--- src/rtl/axi_write_router_pkg.sv ---
// Shared AXI definitions for the crossbar write/read routers.
// Provides bus-width macros, slave-select one-hot encoding, router FSM states,
// region base/mask defaults and the master ID tag.
`ifndef AXI_ID_BITS
`define AXI_ID_BITS 4
`endif
`ifndef AXI_IDS_BITS
`define AXI_IDS_BITS 8
`endif
`ifndef AXI_ADDR_BITS
`define AXI_ADDR_BITS 32
`endif
`ifndef AXI_LEN_BITS
`define AXI_LEN_BITS 4
`endif
`ifndef AXI_SIZE_BITS
`define AXI_SIZE_BITS 3
`endif
`ifndef AXI_DATA_BITS
`define AXI_DATA_BITS 32
`endif
`ifndef AXI_STRB_BITS
`define AXI_STRB_BITS 4
`endif

package axi_write_router_pkg;

  // One-hot slave select.
  typedef enum logic [2:0] {
    SEL_S0 = 3'b001,
    SEL_S1 = 3'b010,
    SEL_DS = 3'b100
  } slv_sel_e;

  typedef enum logic [1:0] {
    ST_IDLE,
    ST_AW_SEND,
    ST_W_FWD,
    ST_B_WAIT
  } wr_state_e;

  localparam logic [`AXI_ADDR_BITS-1:0] S0_BASE_DEF     = 32'h0000_0000;
  localparam logic [`AXI_ADDR_BITS-1:0] S1_BASE_DEF     = 32'h0001_0000;
  localparam logic [`AXI_ADDR_BITS-1:0] REGION_MASK_DEF = 32'hFFFF_0000;

  // Upper ID bits identifying master M1 on the slave side.
  localparam int unsigned ID_TAG_BITS = `AXI_IDS_BITS - `AXI_ID_BITS;
  localparam logic [ID_TAG_BITS-1:0] M1_TAG_DEF = 4'd1;

endpackage

--- src/rtl/axi_write_router_addr_decoder.sv ---
// Address decoder: maps an AXI address to a one-hot slave select (S0 > S1 > DS).
// Latency: purely combinational. Backpressure: none (no handshake).
// Ports: addr in (`AXI_ADDR_BITS), sel out (3, one-hot {DS,S1,S0}).
module axi_addr_decoder
  import axi_write_router_pkg::*;
#(
  parameter logic [`AXI_ADDR_BITS-1:0] S0_BASE     = S0_BASE_DEF,
  parameter logic [`AXI_ADDR_BITS-1:0] S1_BASE     = S1_BASE_DEF,
  parameter logic [`AXI_ADDR_BITS-1:0] REGION_MASK = REGION_MASK_DEF
) (
  input  logic [`AXI_ADDR_BITS-1:0] addr,
  output logic [2:0]                sel
);

  logic hit_s0;
  logic hit_s1;

  assign hit_s0 = ((addr & REGION_MASK) == (S0_BASE & REGION_MASK));
  assign hit_s1 = ((addr & REGION_MASK) == (S1_BASE & REGION_MASK));

  always_comb begin
    sel = SEL_DS;
    if (hit_s0)      sel = SEL_S0;
    else if (hit_s1) sel = SEL_S1;
  end

endmodule

--- src/rtl/axi_write_router.sv ---
// AXI write-request router: M1 AW/W steered to S0, S1 or default slave DS, one write outstanding.
// Latency: AW reaches the slave 1 cycle after the M1 handshake; W beats pass through combinationally.
// Backpressure: M1_AWReady only in IDLE; M1_WReady follows the target WReady in W_FWD, else 0.
// Ports: clk, rst (async active-low); M1 AW/W channels in, M1_BValid/BReady tap in;
//        per-slave (S0, S1, DS) AW/W channels out with their AWReady/WReady in; wr_busy out.
// Option WRITE_BEAT_CHECK_EN: WLast regenerated from the beat counter, adds sticky wlast_err out.
module axi_write_router
  import axi_write_router_pkg::*;
#(
  parameter logic [`AXI_ADDR_BITS-1:0] S0_BASE     = S0_BASE_DEF,
  parameter logic [`AXI_ADDR_BITS-1:0] S1_BASE     = S1_BASE_DEF,
  parameter logic [`AXI_ADDR_BITS-1:0] REGION_MASK = REGION_MASK_DEF,
  parameter logic [ID_TAG_BITS-1:0]    M1_TAG      = M1_TAG_DEF
) (
  input  logic                       clk,
  input  logic                       rst,
  input  logic [`AXI_ID_BITS-1:0]    M1_AWID,
  input  logic [`AXI_ADDR_BITS-1:0]  M1_AWADDR,
  input  logic [`AXI_LEN_BITS-1:0]   M1_AWLEN,
  input  logic [`AXI_SIZE_BITS-1:0]  M1_AWSIZE,
  input  logic [1:0]                 M1_AWBURST,
  input  logic                       M1_AWValid,
  output logic                       M1_AWReady,
  input  logic [`AXI_DATA_BITS-1:0]  M1_WData,
  input  logic [`AXI_STRB_BITS-1:0]  M1_WStrb,
  input  logic                       M1_WLast,
  input  logic                       M1_WValid,
  output logic                       M1_WReady,
  input  logic                       M1_BValid,
  input  logic                       M1_BReady,
  output logic [`AXI_IDS_BITS-1:0]   S0_AWID,
  output logic [`AXI_ADDR_BITS-1:0]  S0_AWADDR,
  output logic [`AXI_LEN_BITS-1:0]   S0_AWLEN,
  output logic [`AXI_SIZE_BITS-1:0]  S0_AWSIZE,
  output logic [1:0]                 S0_AWBURST,
  output logic                       S0_AWValid,
  input  logic                       S0_AWReady,
  output logic [`AXI_DATA_BITS-1:0]  S0_WData,
  output logic [`AXI_STRB_BITS-1:0]  S0_WStrb,
  output logic                       S0_WLast,
  output logic                       S0_WValid,
  input  logic                       S0_WReady,
  output logic [`AXI_IDS_BITS-1:0]   S1_AWID,
  output logic [`AXI_ADDR_BITS-1:0]  S1_AWADDR,
  output logic [`AXI_LEN_BITS-1:0]   S1_AWLEN,
  output logic [`AXI_SIZE_BITS-1:0]  S1_AWSIZE,
  output logic [1:0]                 S1_AWBURST,
  output logic                       S1_AWValid,
  input  logic                       S1_AWReady,
  output logic [`AXI_DATA_BITS-1:0]  S1_WData,
  output logic [`AXI_STRB_BITS-1:0]  S1_WStrb,
  output logic                       S1_WLast,
  output logic                       S1_WValid,
  input  logic                       S1_WReady,
  output logic [`AXI_IDS_BITS-1:0]   DS_AWID,
  output logic [`AXI_ADDR_BITS-1:0]  DS_AWADDR,
  output logic [`AXI_LEN_BITS-1:0]   DS_AWLEN,
  output logic [`AXI_SIZE_BITS-1:0]  DS_AWSIZE,
  output logic [1:0]                 DS_AWBURST,
  output logic                       DS_AWValid,
  input  logic                       DS_AWReady,
  output logic [`AXI_DATA_BITS-1:0]  DS_WData,
  output logic [`AXI_STRB_BITS-1:0]  DS_WStrb,
  output logic                       DS_WLast,
  output logic                       DS_WValid,
  input  logic                       DS_WReady,
  output logic                       wr_busy
`ifdef WRITE_BEAT_CHECK_EN
  ,
  output logic                       wlast_err
`endif
);

  wr_state_e                  state_q, state_d;
  logic [`AXI_ADDR_BITS-1:0]  awaddr_q;
  logic [`AXI_LEN_BITS-1:0]   awlen_q;
  logic [`AXI_SIZE_BITS-1:0]  awsize_q;
  logic [1:0]                 awburst_q;
  logic [`AXI_IDS_BITS-1:0]   awid_q;
  logic [2:0]                 sel_q, sel_dec;
  // One extra bit so a 16-beat burst counts to 16 without wrapping.
  logic [`AXI_LEN_BITS:0]     cnt_q;
  logic                       w_hs, b_hs, tgt_awready, tgt_wready;
  logic                       cnt_last, beat_last;
  logic [2:0]                 aw_sel, w_sel;

  axi_addr_decoder #(
    .S0_BASE     (S0_BASE),
    .S1_BASE     (S1_BASE),
    .REGION_MASK (REGION_MASK)
  ) u_addr_decoder (
    .addr (M1_AWADDR),
    .sel  (sel_dec)
  );

  assign w_hs        = M1_WValid & M1_WReady;
  assign b_hs        = M1_BValid & M1_BReady;
  assign tgt_awready = |(sel_q & {DS_AWReady, S1_AWReady, S0_AWReady});
  assign tgt_wready  = |(sel_q & {DS_WReady, S1_WReady, S0_WReady});
  assign cnt_last    = (cnt_q == {1'b0, awlen_q});

`ifdef WRITE_BEAT_CHECK_EN
  assign beat_last = cnt_last;
`else
  assign beat_last = M1_WLast;
`endif

  always_comb begin
    state_d    = state_q;
    M1_AWReady = 1'b0;
    M1_WReady  = 1'b0;
    unique case (state_q)
      ST_IDLE: begin
        // Gated by rst so AWReady is low while reset is held.
        M1_AWReady = rst;
        if (M1_AWValid) state_d = ST_AW_SEND;
      end
      ST_AW_SEND: begin
        if (tgt_awready) state_d = ST_W_FWD;
      end
      ST_W_FWD: begin
        M1_WReady = tgt_wready;
        if (M1_WValid && tgt_wready && beat_last) state_d = ST_B_WAIT;
      end
      ST_B_WAIT: begin
        if (b_hs) state_d = ST_IDLE;
      end
      default: state_d = ST_IDLE;
    endcase
  end

  always_ff @(posedge clk or negedge rst) begin
    if (!rst) begin
      state_q   <= ST_IDLE;
      awaddr_q  <= '0;
      awlen_q   <= '0;
      awsize_q  <= '0;
      awburst_q <= '0;
      awid_q    <= '0;
      sel_q     <= '0;
      cnt_q     <= '0;
    end else begin
      state_q <= state_d;
      if (state_q == ST_IDLE && M1_AWValid) begin
        awaddr_q  <= M1_AWADDR;
        awlen_q   <= M1_AWLEN;
        awsize_q  <= M1_AWSIZE;
        awburst_q <= M1_AWBURST;
        awid_q    <= {M1_TAG, M1_AWID};
        sel_q     <= sel_dec;
      end
      if (state_q == ST_AW_SEND && tgt_awready) cnt_q <= '0;
      else if (w_hs)                            cnt_q <= cnt_q + 1'b1;
    end
  end

`ifdef WRITE_BEAT_CHECK_EN
  always_ff @(posedge clk or negedge rst) begin
    if (!rst)                                 wlast_err <= 1'b0;
    else if (w_hs && (M1_WLast != cnt_last))  wlast_err <= 1'b1;
  end
`else
  // Master WLast must line up with the latched AWLEN.
  a_wlast_matches_len: assert property (@(posedge clk) disable iff (!rst)
    (w_hs && M1_WLast) |-> cnt_last);
`endif

  assign wr_busy = (state_q != ST_IDLE);
  assign aw_sel  = (state_q == ST_AW_SEND) ? sel_q : 3'b000;
  assign w_sel   = (state_q == ST_W_FWD)   ? sel_q : 3'b000;

  // Non-selected slaves see zeroed fields and deasserted valids.
  assign S0_AWValid = aw_sel[0];
  assign S0_AWID    = aw_sel[0] ? awid_q    : '0;
  assign S0_AWADDR  = aw_sel[0] ? awaddr_q  : '0;
  assign S0_AWLEN   = aw_sel[0] ? awlen_q   : '0;
  assign S0_AWSIZE  = aw_sel[0] ? awsize_q  : '0;
  assign S0_AWBURST = aw_sel[0] ? awburst_q : '0;
  assign S0_WValid  = w_sel[0] & M1_WValid;
  assign S0_WData   = w_sel[0] ? M1_WData : '0;
  assign S0_WStrb   = w_sel[0] ? M1_WStrb : '0;
  assign S0_WLast   = w_sel[0] & beat_last;

  assign S1_AWValid = aw_sel[1];
  assign S1_AWID    = aw_sel[1] ? awid_q    : '0;
  assign S1_AWADDR  = aw_sel[1] ? awaddr_q  : '0;
  assign S1_AWLEN   = aw_sel[1] ? awlen_q   : '0;
  assign S1_AWSIZE  = aw_sel[1] ? awsize_q  : '0;
  assign S1_AWBURST = aw_sel[1] ? awburst_q : '0;
  assign S1_WValid  = w_sel[1] & M1_WValid;
  assign S1_WData   = w_sel[1] ? M1_WData : '0;
  assign S1_WStrb   = w_sel[1] ? M1_WStrb : '0;
  assign S1_WLast   = w_sel[1] & beat_last;

  assign DS_AWValid = aw_sel[2];
  assign DS_AWID    = aw_sel[2] ? awid_q    : '0;
  assign DS_AWADDR  = aw_sel[2] ? awaddr_q  : '0;
  assign DS_AWLEN   = aw_sel[2] ? awlen_q   : '0;
  assign DS_AWSIZE  = aw_sel[2] ? awsize_q  : '0;
  assign DS_AWBURST = aw_sel[2] ? awburst_q : '0;
  assign DS_WValid  = w_sel[2] & M1_WValid;
  assign DS_WData   = w_sel[2] ? M1_WData : '0;
  assign DS_WStrb   = w_sel[2] ? M1_WStrb : '0;
  assign DS_WLast   = w_sel[2] & beat_last;

endmodule

--- config.mk ---
export PLATFORM = sky130hd
export DESIGN_NAME = axi_write_router
export DESIGN_NICKNAME = d
export VERILOG_FILES = /design/src/rtl/axi_write_router_pkg.sv /design/src/rtl/axi_write_router_addr_decoder.sv /design/src/rtl/axi_write_router.sv
export SDC_FILE = /design/constraint.sdc
export NUM_CORES = 1
export LEC_CHECK = 0
export ABC_AREA = 1
export CAP_MARGIN = 20
export CORE_AREA = 3 3 138 140
export CTS_CLUSTER_DIAMETER = 30
export DETAILED_ROUTE_END_ITERATION = 8
export DIE_AREA = 0 0 141 143
export SLEW_MARGIN = 20
export SYNTH_ARGS = -nofsm -noshare
export SYNTH_HDL_FRONTEND = slang
export SYNTH_SLANG_ARGS = --single-unit
--- constraint.sdc ---
create_clock -name clk -period 2.2 [get_ports clk]
set_input_delay 0.44 -clock clk [delete_from_list [all_inputs] [get_ports clk]]
set_output_delay 0.44 -clock clk [all_outputs]
set_load 0.02 [all_outputs]
==> results of run 1 <==
## worst paths after layout
| path | from | to | cells past startpoint |
|---|---|---|---|
| max in group asynchronous | rst | awaddr_q[11]$_DFFE_PN0P_ | 2 |
| hold reg to reg | awaddr_q[18]$_DFFE_PN0P_ | awaddr_q[18]$_DFFE_PN0P_ | 2 |
| setup reg to reg | state_q[1]$_DFFE_PN0P_ | awaddr_q[30]$_DFFE_PN0P_ | 8 |
| hold / removal | rst | awid_q[0]$_DFFE_PN0P_ | 2 |
| min in group clk | awaddr_q[18]$_DFFE_PN0P_ | awaddr_q[18]$_DFFE_PN0P_ | 2 |
| setup / recovery | state_q[0]$_DFFE_PN0P_ | DS_WData[18] | 6 |
## per-stage QoR
stage                     setup TNS, ns  area [um^2]  setup WS [ns]  cells
after global routing            -0.0175         7300       -0.00694   1178
final                                 0         7300         0.0739   1178
after global placement           -0.767         7490         -0.105   1169
after CTS                             0         7690        0.00537   1177
after detailed placement          -1.72         7490        -0.0968   1169
after floorplan                       0         3720          0.387    611
## per-layer routing
layer	vias to the layer above	global-route usage [%]	share of wire [%]
li1	2414	-	-
met1	2079	19.8	41
met2	221	30.0	49
met3	11	4.96	8.7
met4	0	3.31	1.2
met5	-	0	0
## power by group
part | leakage (uW) | switching [uW] | internal, uW
Clock | 0.0000741 | 336 | 456
Sequential | 0.000624 | 119 | 1360
Combinational | 0.00303 | 2310 | 1350
## final cells by class
class / instances / area (um^2)
Multi-Input combinational cell: 418 / 1800
Timing Repair Buffer: 375 / 3420
Fill cell: 1949 / 10700
Inverter: 97 / 367
Tap cell: 229 / 287
Sequential cell: 51 / 1280
Clock buffer: 7 / 143
Clock inverter: 1 / 8.76
## registers in the layout, summed over array words and instances, names as in the netlist
name / flops
awaddr_q: 32
awid_q: 5
awlen_q: 4
awsize_q: 3
sel_q: 3
awburst_q: 2
state_q: 2
## kinds of logic (layout without fill, tap and decap cells)
| kind of cell | count (synthesis) | in the layout | share of synthesized area (%) |
|---|---|---|---|
| simple gates | 359 | 359 | 37.1 |
| fa+ha+maj | 4 | 4 | 1.36 |
| buf+inv | 142 | 480 | 18.0 |
| other cells | 1 | 9 | 0.102 |
| compound gates | 46 | 46 | 8.89 |
| flops | 51 | 51 | 34.6 |
## placed cells by master (no fill, tap or decap), drive strengths merged
master and instances:
nor2 268, clkdlybuf4s15 137, inv 97, clkdlybuf4s50 92, nand2 84, clkbuf 78, buf 61, dfrtp 51
o21ai 46, dlygate4sd2 14, conb 9, nand3 5, ha 4, or2 2, clkinv 1
## critical path: stages, from the launching register on
cell	delay [ns]
dfrtp_1	0.40
inv_1	0.08
ha_2	0.21
nand2_1	0.10
buf_12	0.18
nor2_1	0.09
dlygate4sd2_1	0.34
## timing repair
action	CTS	global route
setup endpoints to repair	252	217
resized for setup	587	155
buffers inserted	0	1
hold endpoints to repair	0	0
==> flow_summary.yaml, run 1 <==
synth:
  synth_common_cells: "nor2_1, inv_1, nand2_1"
  synth_area_leaders: "dfrtp_1, nor2_1, inv_1"
  yosys_register_bits: 51
  yosysWarnings: 0
  synth.largest_area_cell: "dfrtp_1"
  netlist_area_mm2: 0.00369
  yosysMostFrequentCell: "nor2_1"
  ys.flop_type: "dfrtp_1"
  synth_edf_count: 0
  synthArstFlopShare_pct: 100
  netlist_instances: 603
  ys_seq_area_share_pct: 34.6
  yosysUniqueCellTypes: 18
  yosysTopAreaCellShare_pct: 34.6
  avgSynthCellArea_um2: 6.11
sta:
  max_freq_mhz: 470
  slew_headroom_pct: 56.9
  drv_slew: 0
  finalCriticalPeriod_ns: 2.13
  worstMarginPinSlew_ns: 0.646
  finalHoldViolations: 0
  rsz0062_at_grt: "true"
  hold_ws_ns: 0.352
  setup_viol: 0
  min_period_over_period_pct: 96.6
  skew_ns: 0.00477
placed_design:
  gp_congestion: 0.829
  port_buffers: 351
  dpl.hpwl_mm: 14.4
floorplanning:
  num_io_pins: 361
  die_area_mm2: 0.0202
  initial_utilization_pct: 20.5
  rows: 49
  fp.dieW_um: 141
  die_y_um: 143
  core_mm2: 0.0180
global_route:
  track_usage_pct: 16.7
  overflow: 0
  grt_antenna_before_repair: 0
  grt_pass1_vias: 4621
  grt_pass1_wl_mm: 26.4
  grt_max_degree: 52
critical_path:
  worstSetupEndpointType: "output pin"
  path_max_fanout: 38
  r2r_slack_ns: 0.48
  worstSetupStartpointType: "flop"
  arrival_ns: 1.69
  criticalPathCategory: "reg -> out"
  crit_required_ns: 1.76
route:
  first_pass_iters: 4
  vias: 4725
  initialDrtViolationCount: 142
  routedWlPerCell_um: 15.1
  drc: 0
  routed_wl_mm: 17.7
  antenna_left: 0
  vias_per_cell: 4.01
clocking:
  clkTransAtPathRegs_ns: 0.07
  clk_latency_ns: 0.29
  cts_buffers: 5
  holdBufCountCts: 0
  htreeDepth: 2
  cts_root_buf: "clkbuf_16"
  cts_tree: "built"
  clk_path_buf_depth: 2
  cts.sinks: 51
pwr:
  power.density_mw_per_mm2: 813
  power.leakage_uw: 0.00372
  vdd_drop_max_v: 0.000389
  power_uw: 5930
worst_hold_path:
  min_path_type: "in -> async"
run_status:
  status: "finished clean"
cells_and_area:
  area_delta_synth_final_pct: 98.0
  final_util_pct: 40.6
  drive_above_1_share_pct: 30.6
  diodes: 0
  nets: 1046
run:
  maxCapViolCount: 0
Power figures use the tool's default switching activity.
==> run 2, diff against run 1 <==
CORE_AREA = 2 2 141 143   (was 3 3 138 140)
DIE_AREA = 0 0 143 145   (was 0 0 141 143)
REMOVE_ABC_BUFFERS = 1   (was unset)
==> flow_summary.yaml, run 2 (synthesis results as in run 1) <==
sta:
  hold_ws_ns: 0.276
  min_period_over_period_pct: 98.3
  finalCriticalPeriod_ns: 2.16
  drv_slew: 0
  max_freq_mhz: 462
  skew_ns: 0.00337
  slew_headroom_pct: 55.6
  setup_viol: 0
  rsz0062_at_grt: "true"
  worstMarginPinSlew_ns: 0.667
  finalHoldViolations: 0
pwr:
  vdd_drop_max_v: 0.000366
  power.leakage_uw: 0.00377
  power.density_mw_per_mm2: 854
cells_and_area:
  layout_common_cells: "nor2_1, clkbuf_2, inv_1"
  top_register: "awaddr_q"
  layout.cells.non_filler: 1218
  regArea_mm2: 0.00128
  nets: 1050
  nFillCells: 2178
  area_delta_synth_final_pct: 83.4
  reg.largest.list: "awaddr_q x32, awid_q x5, awlen_q x4"
  drive_above_1_share_pct: 34.3
  diodes: 0
  largest_register_ffs: 32
  multi_input_area_mm2: 0.00180
  final_common_cell: "nor2_1"
clocking:
  cts_tree: "built"
  post_cts.repair.setup_buffers: 0
  clkTransAtPathRegs_ns: 0.07
  clk_latency_ns: 0.29
  clk_path_buf_depth: 2
  htreeDepth: 2
  cts.sinks: 51
  cts_buffers: 5
  cts_root_buf: "clkbuf_16"
floorplanning:
  die_y_um: 145
  num_io_pins: 361
  core_mm2: 0.0192
  die_area_mm2: 0.0207
  initial_utilization_pct: 19.2
  fp.dieW_um: 143
  rows: 51
critical_path:
  path_max_fanout: 25
  criticalPathCategory: "reg -> out"
  worstSetupEndpointType: "output pin"
  arrival_ns: 1.72
  worstSetupStartpointType: "flop"
  crit_required_ns: 1.76
route:
  routedWlPerCell_um: 13.8
  first_pass_iters: 4
  antenna_left: 0
  topRoutingLayerUsed: "met4"
  dr_wl_met3_mm: 1.39
  initialDrtViolationCount: 132
  vias: 4763
  wl_met2_mm: 8.34
  vias_per_cell: 3.91
  routed_wl_mm: 16.8
  wl_met1_mm: 6.88
  drc: 0
global_route:
  track_usage_pct: 15.2
  grt_pass1_vias: 4458
  grt_antenna_before_repair: 0
  grt_pass1_wl_mm: 24.6
  grt_max_degree: 52
  overflow: 0
placed_design:
  dpl.hpwl_mm: 13.7
  port_buffers: 351
  place_inst: 1210
  gp_congestion: 0.770
run:
  maxCapViolCount: 0
run_status:
  status: "finished clean"
worst_hold_path:
  min_path_type: "in -> async"
==> run 2: metal layers <==
metal	up-vias	GRT usage, %
li1	2420	-
met1	2103	18.1
met2	233	27.5
met3	7	3.33
met4	0	3.61
met5	-	0
==> run 2: worst max-delay path: stages (launching register included) <==
cell           delay, ns
dfrtp_1             0.41
buf_4               0.14
ha_2                0.21
nand2_2             0.12
buf_12              0.18
inv_1               0.05
dlygate4sd2_1       0.31
==> run 2: repair_timing <==
action                                  CTS  global route
endpoints found under the setup margin  255           251
gates cloned                              0             0
resized for setup                       427           350
hold buffers                              0             0
==> run 2: cell type report <==
cell class	instances	share of cell area [%]
clock buffer	5	1.85
timing repair buffer	379	42.1
sequential	51	18.9
inverter	97	5.42
multi-input combinational	418	26.6
tap	265	4.90
clock inverter	3	0.333
==> run 2: metrics by stage <==
stage	setup TNS, ns	instance area (um^2)	utilization [%]	power [uW]	setup WS [ns]
final	0	6760	35.2	5770	0.0369
after global routing	-0.771	6760	35.2	6260	-0.0572
after CTS	-0.0397	7620	39.7	6020	-0.0164
after detailed placement	-3.48	7580	39.5	5500	-0.0714
after global placement	-0.380	7580	39.5	5460	-0.0617
after floorplan	-1.24	3420	-	3550	-0.0116
==> run 2: power breakdown <==
| part | internal (uW) | leakage, uW | total (uW) | switching (uW) |
|---|---|---|---|---|
| logic | 1190 | 0.00307 | 3510 | 2320 |
| registers | 1350 | 0.000624 | 1470 | 115 |
| clock network | 428 | 0.0000746 | 790 | 361 |
| total | 2970 | 0.00377 | 5770 | 2800 |
==> run 2: worst paths after layout <==
kind                                          start                  endpoint  slack, ns  cells after the start
hold reg to reg            awaddr_q[18]$_DFFE_PN0P_  awaddr_q[18]$_DFFE_PN0P_       0.49                      2
max in group asynchronous                       rst     awid_q[2]$_DFFE_PN0P_       1.48                      2
min in group clk           awaddr_q[18]$_DFFE_PN0P_  awaddr_q[18]$_DFFE_PN0P_       0.49                      2
setup / recovery             state_q[0]$_DFFE_PN0P_                S1_AWValid       0.04                      6
setup reg to reg             state_q[1]$_DFFE_PN0P_   awaddr_q[3]$_DFFE_PN0P_       0.44                      9
hold / removal                                  rst  awaddr_q[16]$_DFFE_PN0P_       0.28                      2
==> run 3, diff against run 2 <==
CTS_CLUSTER_SIZE = 28   (was unset)
==> results of run 3 <==
No change in the layout: final DEF, timing and power equal those of run 2.
